===== config.mk =====
export PLATFORM = sky130hd
export DESIGN_NAME = regfile_wb_ctrl
export DESIGN_NICKNAME = d
export VERILOG_FILES = /design/src/rtl/regfile_wb_pkg.sv /design/src/rtl/wb_fifo.sv /design/src/rtl/regfile_wb_ctrl.sv
export SDC_FILE = /design/constraint.sdc
export NUM_CORES = 1
export LEC_CHECK = 0
export ABC_AREA = 1
export CAP_MARGIN = 25
export CORE_MARGIN = 2
export CORE_UTILIZATION = 35
export CTS_CLUSTER_DIAMETER = 120
export DETAILED_ROUTE_END_ITERATION = 6
export PLACE_DENSITY = 0.58
export SLEW_MARGIN = 10
export SYNTH_ARGS = -nofsm -noshare
export SYNTH_HDL_FRONTEND = slang
export SYNTH_SLANG_ARGS = --single-unit

===== constraint.sdc =====
create_clock -name clk -period 4.2 [get_ports clk]
set_clock_uncertainty 0.2 [all_clocks]
set_input_delay 0.42 -clock clk [delete_from_list [all_inputs] [get_ports clk]]
set_output_delay 0.42 -clock clk [all_outputs]
set_load 0.1 [all_outputs]

===== src/rtl/regfile_wb_pkg.sv =====
// Shared types and default sizing for the register-file writeback controller.
package regfile_wb_pkg;

  localparam int DEF_DATA_WIDTH    = 64;
  localparam int DEF_ADDRESS_WIDTH = 5;
  localparam int DEF_FIFO_DEPTH    = 4;
  localparam int DEF_STARVE_LIMIT  = 3;

  // One writeback request: destination register and its value.
  typedef struct packed {
    logic [DEF_ADDRESS_WIDTH-1:0] rd;
    logic [DEF_DATA_WIDTH-1:0]    data;
  } wb_req_t;

  // Arbiter state: ALU normally wins; MEM_FORCE steals one cycle for the load FIFO.
  typedef enum logic [0:0] {
    ALU_PRI   = 1'b0,
    MEM_FORCE = 1'b1
  } arb_state_e;

endpackage


===== src/rtl/wb_fifo.sv =====
// Synchronous FIFO of writeback requests with occupancy, full and empty flags.
// Push when full and pop when empty are ignored.
module wb_fifo
  import regfile_wb_pkg::*;
#(
  parameter type T     = wb_req_t,
  parameter int  DEPTH = DEF_FIFO_DEPTH
) (
  input  logic                   clk,
  input  logic                   reset,
  input  logic                   push,
  input  T                       push_data,
  input  logic                   pop,
  output T                       pop_data,
  output logic [$clog2(DEPTH):0] count,
  output logic                   full,
  output logic                   empty
);

  localparam int PW = $clog2(DEPTH);
  localparam int CW = PW + 1;
  localparam logic [CW-1:0] DEPTH_C = CW'(DEPTH);

  T              mem [DEPTH];
  logic [PW-1:0] wr_ptr;
  logic [PW-1:0] rd_ptr;
  logic          do_push;
  logic          do_pop;

  assign full     = (count == DEPTH_C);
  assign empty    = (count == '0);
  assign do_push  = push && !full;
  assign do_pop   = pop && !empty;
  assign pop_data = mem[rd_ptr];

  // Entry storage write.
  // NOTE: the storage array has no reset; a flush only clears pointers and count, so stale entries are never observed.
  always_ff @(posedge clk) begin
    if (do_push) mem[wr_ptr] <= push_data;
  end

  // Pointer and occupancy tracking; simultaneous push and pop leave count unchanged.
  // NOTE: sequential state uses non-blocking assignments so every flop samples pre-edge values.
  always_ff @(posedge clk or negedge reset) begin
    if (!reset) begin
      wr_ptr <= '0;
      rd_ptr <= '0;
      count  <= '0;
    end else begin
      if (do_push) wr_ptr <= wr_ptr + PW'(1);
      if (do_pop)  rd_ptr <= rd_ptr + PW'(1);
      case ({do_push, do_pop})
        2'b10:   count <= count + CW'(1);
        2'b01:   count <= count - CW'(1);
        default: count <= count;
      endcase
    end
  end

endmodule


===== src/rtl/regfile_wb_ctrl.sv =====
// Writeback controller for the integer register file.
// ALU results have priority; loads queue in a FIFO and are forced through after
// STARVE_LIMIT consecutive ALU grants or when the FIFO fills. Keeps the
// destination busy scoreboard used by decode.
// Optional build macro REGFILE_WB_FORWARD_EN adds a write-port forwarding path.
module regfile_wb_ctrl
  import regfile_wb_pkg::*;
#(
  parameter int DATA_WIDTH    = DEF_DATA_WIDTH,
  parameter int ADDRESS_WIDTH = DEF_ADDRESS_WIDTH,
  parameter int FIFO_DEPTH    = DEF_FIFO_DEPTH,
  parameter int STARVE_LIMIT  = DEF_STARVE_LIMIT
) (
  input  logic                          clk,
  input  logic                          reset,
  input  logic                          alu_valid,
  output logic                          alu_ready,
  input  logic [ADDRESS_WIDTH-1:0]      alu_rd,
  input  logic [DATA_WIDTH-1:0]         alu_data,
  input  logic                          mem_valid,
  output logic                          mem_ready,
  input  logic [ADDRESS_WIDTH-1:0]      mem_rd,
  input  logic [DATA_WIDTH-1:0]         mem_data,
  input  logic                          issue_valid,
  input  logic [ADDRESS_WIDTH-1:0]      issue_rd,
  output logic                          RegWrite,
  output logic [ADDRESS_WIDTH-1:0]      wa,
  output logic [DATA_WIDTH-1:0]         wd,
  output logic [2**ADDRESS_WIDTH-1:0]   busy,
  output logic [$clog2(FIFO_DEPTH):0]   fifo_count
`ifdef REGFILE_WB_FORWARD_EN
  ,
  input  logic [ADDRESS_WIDTH-1:0]      fwd_ra1,
  input  logic [ADDRESS_WIDTH-1:0]      fwd_ra2,
  output logic                          fwd_hit1,
  output logic                          fwd_hit2,
  output logic [DATA_WIDTH-1:0]         fwd_data1,
  output logic [DATA_WIDTH-1:0]         fwd_data2
`endif
);

  localparam int CW = $clog2(FIFO_DEPTH) + 1;
  localparam int SW = (STARVE_LIMIT < 1) ? 1 : $clog2(STARVE_LIMIT + 1);
  localparam logic [CW-1:0] DEPTH_C = CW'(FIFO_DEPTH);
  localparam logic [SW-1:0] LIMIT_C = SW'(STARVE_LIMIT);

  typedef struct packed {
    logic [ADDRESS_WIDTH-1:0] rd;
    logic [DATA_WIDTH-1:0]    data;
  } req_t;

  arb_state_e                state, state_nxt;
  logic [SW-1:0]             starve_cnt, starve_nxt;
  logic [CW-1:0]             count_nxt;
  logic                      fifo_full, fifo_empty;
  logic                      mem_push;
  logic                      grant_alu, grant_mem, grant;
  logic                      commit;
  req_t                      mem_req, head;
  logic [ADDRESS_WIDTH-1:0]  win_rd;
  logic [DATA_WIDTH-1:0]     win_data;
  logic [2**ADDRESS_WIDTH-1:0] busy_nxt;

  assign mem_req   = '{rd: mem_rd, data: mem_data};
  assign mem_ready = !fifo_full;
  assign mem_push  = mem_valid && mem_ready;

  wb_fifo #(
    .T     (req_t),
    .DEPTH (FIFO_DEPTH)
  ) u_fifo (
    .clk       (clk),
    .reset     (reset),
    .push      (mem_push),
    .push_data (mem_req),
    .pop       (grant_mem),
    .pop_data  (head),
    .count     (fifo_count),
    .full      (fifo_full),
    .empty     (fifo_empty)
  );

  // Arbitration: pick the winner, advance the starvation counter, choose next state.
  // NOTE: every output of this block gets a default first so no latch is inferred.
  always_comb begin
    alu_ready  = (state == ALU_PRI);
    grant_alu  = 1'b0;
    grant_mem  = 1'b0;
    starve_nxt = starve_cnt;
    state_nxt  = ALU_PRI;
    count_nxt  = fifo_count;
    unique case (state)
      ALU_PRI: begin
        if (alu_valid) begin
          grant_alu = 1'b1;
          if (!fifo_empty) starve_nxt = starve_cnt + SW'(1);
        end else if (!fifo_empty) begin
          grant_mem  = 1'b1;
          starve_nxt = '0;
        end
        count_nxt = fifo_count + CW'(mem_push) - CW'(grant_mem);
        if ((count_nxt != '0) && ((starve_nxt == LIMIT_C) || (count_nxt == DEPTH_C)))
          state_nxt = MEM_FORCE;
      end
      MEM_FORCE: begin
        grant_mem  = 1'b1;
        starve_nxt = '0;
        state_nxt  = ALU_PRI;
      end
      default: state_nxt = ALU_PRI;
    endcase
  end

  assign grant    = grant_alu || grant_mem;
  assign win_rd   = grant_alu ? alu_rd   : head.rd;
  assign win_data = grant_alu ? alu_data : head.data;
  assign commit   = grant && (win_rd != '0);

  // Arbiter state and starvation counter.
  always_ff @(posedge clk or negedge reset) begin
    if (!reset) begin
      state      <= ALU_PRI;
      starve_cnt <= '0;
    end else begin
      state      <= state_nxt;
      starve_cnt <= starve_nxt;
    end
  end

  // Register-file write port: one-cycle pulse per granted non-x0 request; x0 leaves wa/wd untouched.
  always_ff @(posedge clk or negedge reset) begin
    if (!reset) begin
      RegWrite <= 1'b0;
      wa       <= '0;
      wd       <= '0;
    end else begin
      RegWrite <= commit;
      if (commit) begin
        wa <= win_rd;
        wd <= win_data;
      end
    end
  end

  // Scoreboard update: commit clears, then issue sets, so a same-cycle issue to that rd wins.
  always_comb begin
    busy_nxt = busy;
    if (commit) busy_nxt[win_rd] = 1'b0;
    if (issue_valid && (issue_rd != '0)) busy_nxt[issue_rd] = 1'b1;
    busy_nxt[0] = 1'b0;
  end

  // Scoreboard register.
  always_ff @(posedge clk or negedge reset) begin
    if (!reset) busy <= '0;
    else        busy <= busy_nxt;
  end

`ifdef REGFILE_WB_FORWARD_EN
  // Bypass the value being written this cycle to reads made before the falling-edge capture.
  assign fwd_hit1  = RegWrite && (wa == fwd_ra1) && (fwd_ra1 != '0);
  assign fwd_hit2  = RegWrite && (wa == fwd_ra2) && (fwd_ra2 != '0);
  assign fwd_data1 = wd;
  assign fwd_data2 = wd;
`else
  // Forwarding path not built.
`endif

endmodule


==> out/results.ini <==
[run_status]
status=finished clean

[die]
fp.dieArea_sq_um=45700
io_pins=255
start_util=0.356
die_x_um=214
coreArea_sq_um=43300
rows=76
die_h_um=214

[routing]
dr_wl_met2_mm=18.4
wirelength_mm=39.3
dr.pass1.iters=5
drt_iter0_drc=846
remaining_drc_errors=0
vias=10500
wl_met3_mm=2.37
met1_length_mm=17.6
top_layer=met5
wire_per_inst_um=18.4
ant_nets=0
viasPerCell=4.95

[sta]
whs_ns=0.0562
rsz0062_at_grt=no
fin_crit_ns=3.17
slew_violations=0
fin_ws_ns=1.03
final.period_utilization=0.755
tightest_slew_ns=1.11
fmax_mhz=315
relSlewSlack=0.258
final_hold_viol_count=0
setup_viol=0

[hold_path]
min-delay-path-class=in -> async

[clocking]
clockRootBuffer=clkbuf_16
clkTransAtPathRegs_ns=0.06
clock-sinks=387
insertion_delay_ns=0.55
cts_setup_buffers=0
cts_tree=done
htreeDepth=2
clk_path_buf_depth=3
cts_buffers=42

[critical_path]
path_max_fanout=50
startpoint_type=flip-flop
cp.arrival_ns=3.44
crit_top_cell=nand2_1
worstSetupPathType=reg -> reg
path_buf_inv=3
worstPathRequired_ns=4.47
worstSetupEndpointType=flip-flop
crit_chain=inv_2, buf_4, nand3_1, nand3_1, nand2_1, nand2_1, nor2_4, nand2_2, nand2_4, buf_4, nand2_1, o21ai_1
crit_family=buffers and inverters
r2r_slack_ns=1.03
crit_path_top_delay_cell=dfrtp_2
slowest_delay_ns=0.73

[yosys]
ys.flop_type=edfxtp_1
syn-num-nets=1424
synthArstFlopShare=0.287
yosysUniqueCellTypes=29
synthTopCellsByArea=edfxtp_1 (54%), dfrtp_1 (18%), o21ai_0 (7.4%)
synth.top_cell.area_share=0.538
synth.avg_cell_area_sq_um=12.2
yosysMostFrequentCell=edfxtp_1
seq_area_frac_synth=0.719
synth_commonest_cells=edfxtp_1 (276), o21ai_0 (229), nand2_1 (183)
netlist_area_sq_um=15400
yosysWarnings=0
yosysTopAreaCell=edfxtp_1
synth_seq_cells=387
synth-edff-count=276
synthCells=1266

[global_routing]
first_global_vias=10500
antenna_found_initial=6
grt_overflow=0
groute.usage.overall=0.174
grt_max_degree=93
grt_pass1_wl_mm=60.4

[flow_run]
maxCapViolCount=0

[final_layout]
fin_nets=1670
drive_above_1_share=0.0699
fillers=3904
layout.area.seq_sq_um=11100
multiInputGateArea_sq_um=3790
area_growth_pct=29.2

[placed_design]
dp_slack_ns=1.01
io_buffers=253
hpwlAfterDp_mm=24.0
globalplace.congestion=0.874

[final timing paths]
check | start | to | depth (start not counted)
setup / recovery | u_fifo.rd_ptr[1] | wd[7] | 12
hold / removal | reset | busy[25] | 2
setup reg to reg | u_fifo.rd_ptr[1] | wd[7] | 12
hold reg to reg | state | starve_cnt[0] | 1
max in group asynchronous | reset | wd[33] | 4
min in group clk | state | starve_cnt[0] | 1
[worst reg2reg max path: stages, from the launching register on]
cell	delay, ns
dfrtp_2	0.73
inv_2	0.37
buf_4	0.35
nand3_1	0.16
nand3_1	0.08
nand2_1	0.11
nand2_1	0.12
nor2_4	0.13
nand2_2	0.08
nand2_4	0.08
buf_4	0.43
nand2_1	0.15
o21ai_1	0.11
[metal layers]
layer	vias up	global-route usage
li1	5055	-
met1	5127	0.236
met2	299	0.279
met3	58	0.0366
met4	4	0.0584
met5	-	0
[timing repair]
| action | CTS | global route |
|---|---|---|
| gates resized for setup | 0 | 0 |
| hold buffers | 1 | 0 |
| hold endpoints to repair | 64 | 0 |
[stage by stage]
stage,cells,area [sq um],TNS [ns],util
after global routing,2130,19900,0,0.459
final,2131,19900,0,0.460
after global placement,2051,18500,0,0.428
after floorplan,1266,15400,-140.80,-
after detailed placement,2051,18500,0,0.428
after CTS,2128,19900,0,0.459
[registers in the layout, indices dropped and copies added (netlist names)]
signal         cells
u_fifo.wr_ptr      2
u_fifo.rd_ptr      2
starve_cnt         2
u_fifo.mem       276
RegWrite           1
state              1
u_fifo.count       3
wa                 5
wd                64
busy              31
[layout by cell type (no fill, tap or decap), types with 2 or more instances in the layout]
cell             instances
a21oi_1                  2
buf_12                   5
buf_4                   20
clkbuf_1                 6
clkbuf_16               43
clkbuf_8                 4
clkdlybuf4s50_1        252
clkinv_1                 8
clkinv_2                 9
clkinv_4                 2
dfrtp_1                109
diode_2                  2
edfxtp_1               276
fa_1                     2
ha_1                     8
inv_1                   41
inv_2                    3
inv_6                    2
nand2_1                182
nand2_2                  2
nand2_4                  2
nand3_1                 27
nor2_1                 148
nor2_4                   6
nor3_1                   4
o21ai_0                229
o21ai_1                 68
o221ai_1                64
or2_2                    2
xnor2_1                  2
xor2_1                   5
[cell type report]
type	instances	share of cell area
flip-flops and latches	387	0.557
multi-input cells	757	0.191
repair buffers	279	0.141
clock buffers	53	0.0580
well taps	585	0.0368
inverters	45	0.00862
clock inverters	23	0.00743
diodes	2	0.000252
[logic make-up after synthesis]
logic type | after synthesis | synth area share
buf+inv | 122 | 0.0376
flops | 387 | 0.719
fa+ha+maj | 10 | 0.00910
xor+xnor | 7 | 0.00398
compound gates | 364 | 0.134
simple gates | 375 | 0.0961
other cells | 1 | 0.000244
Power is left out: the tool's default activity adds up to more than one toggle a clock period on the data nets, which glitch-free logic cannot reach.
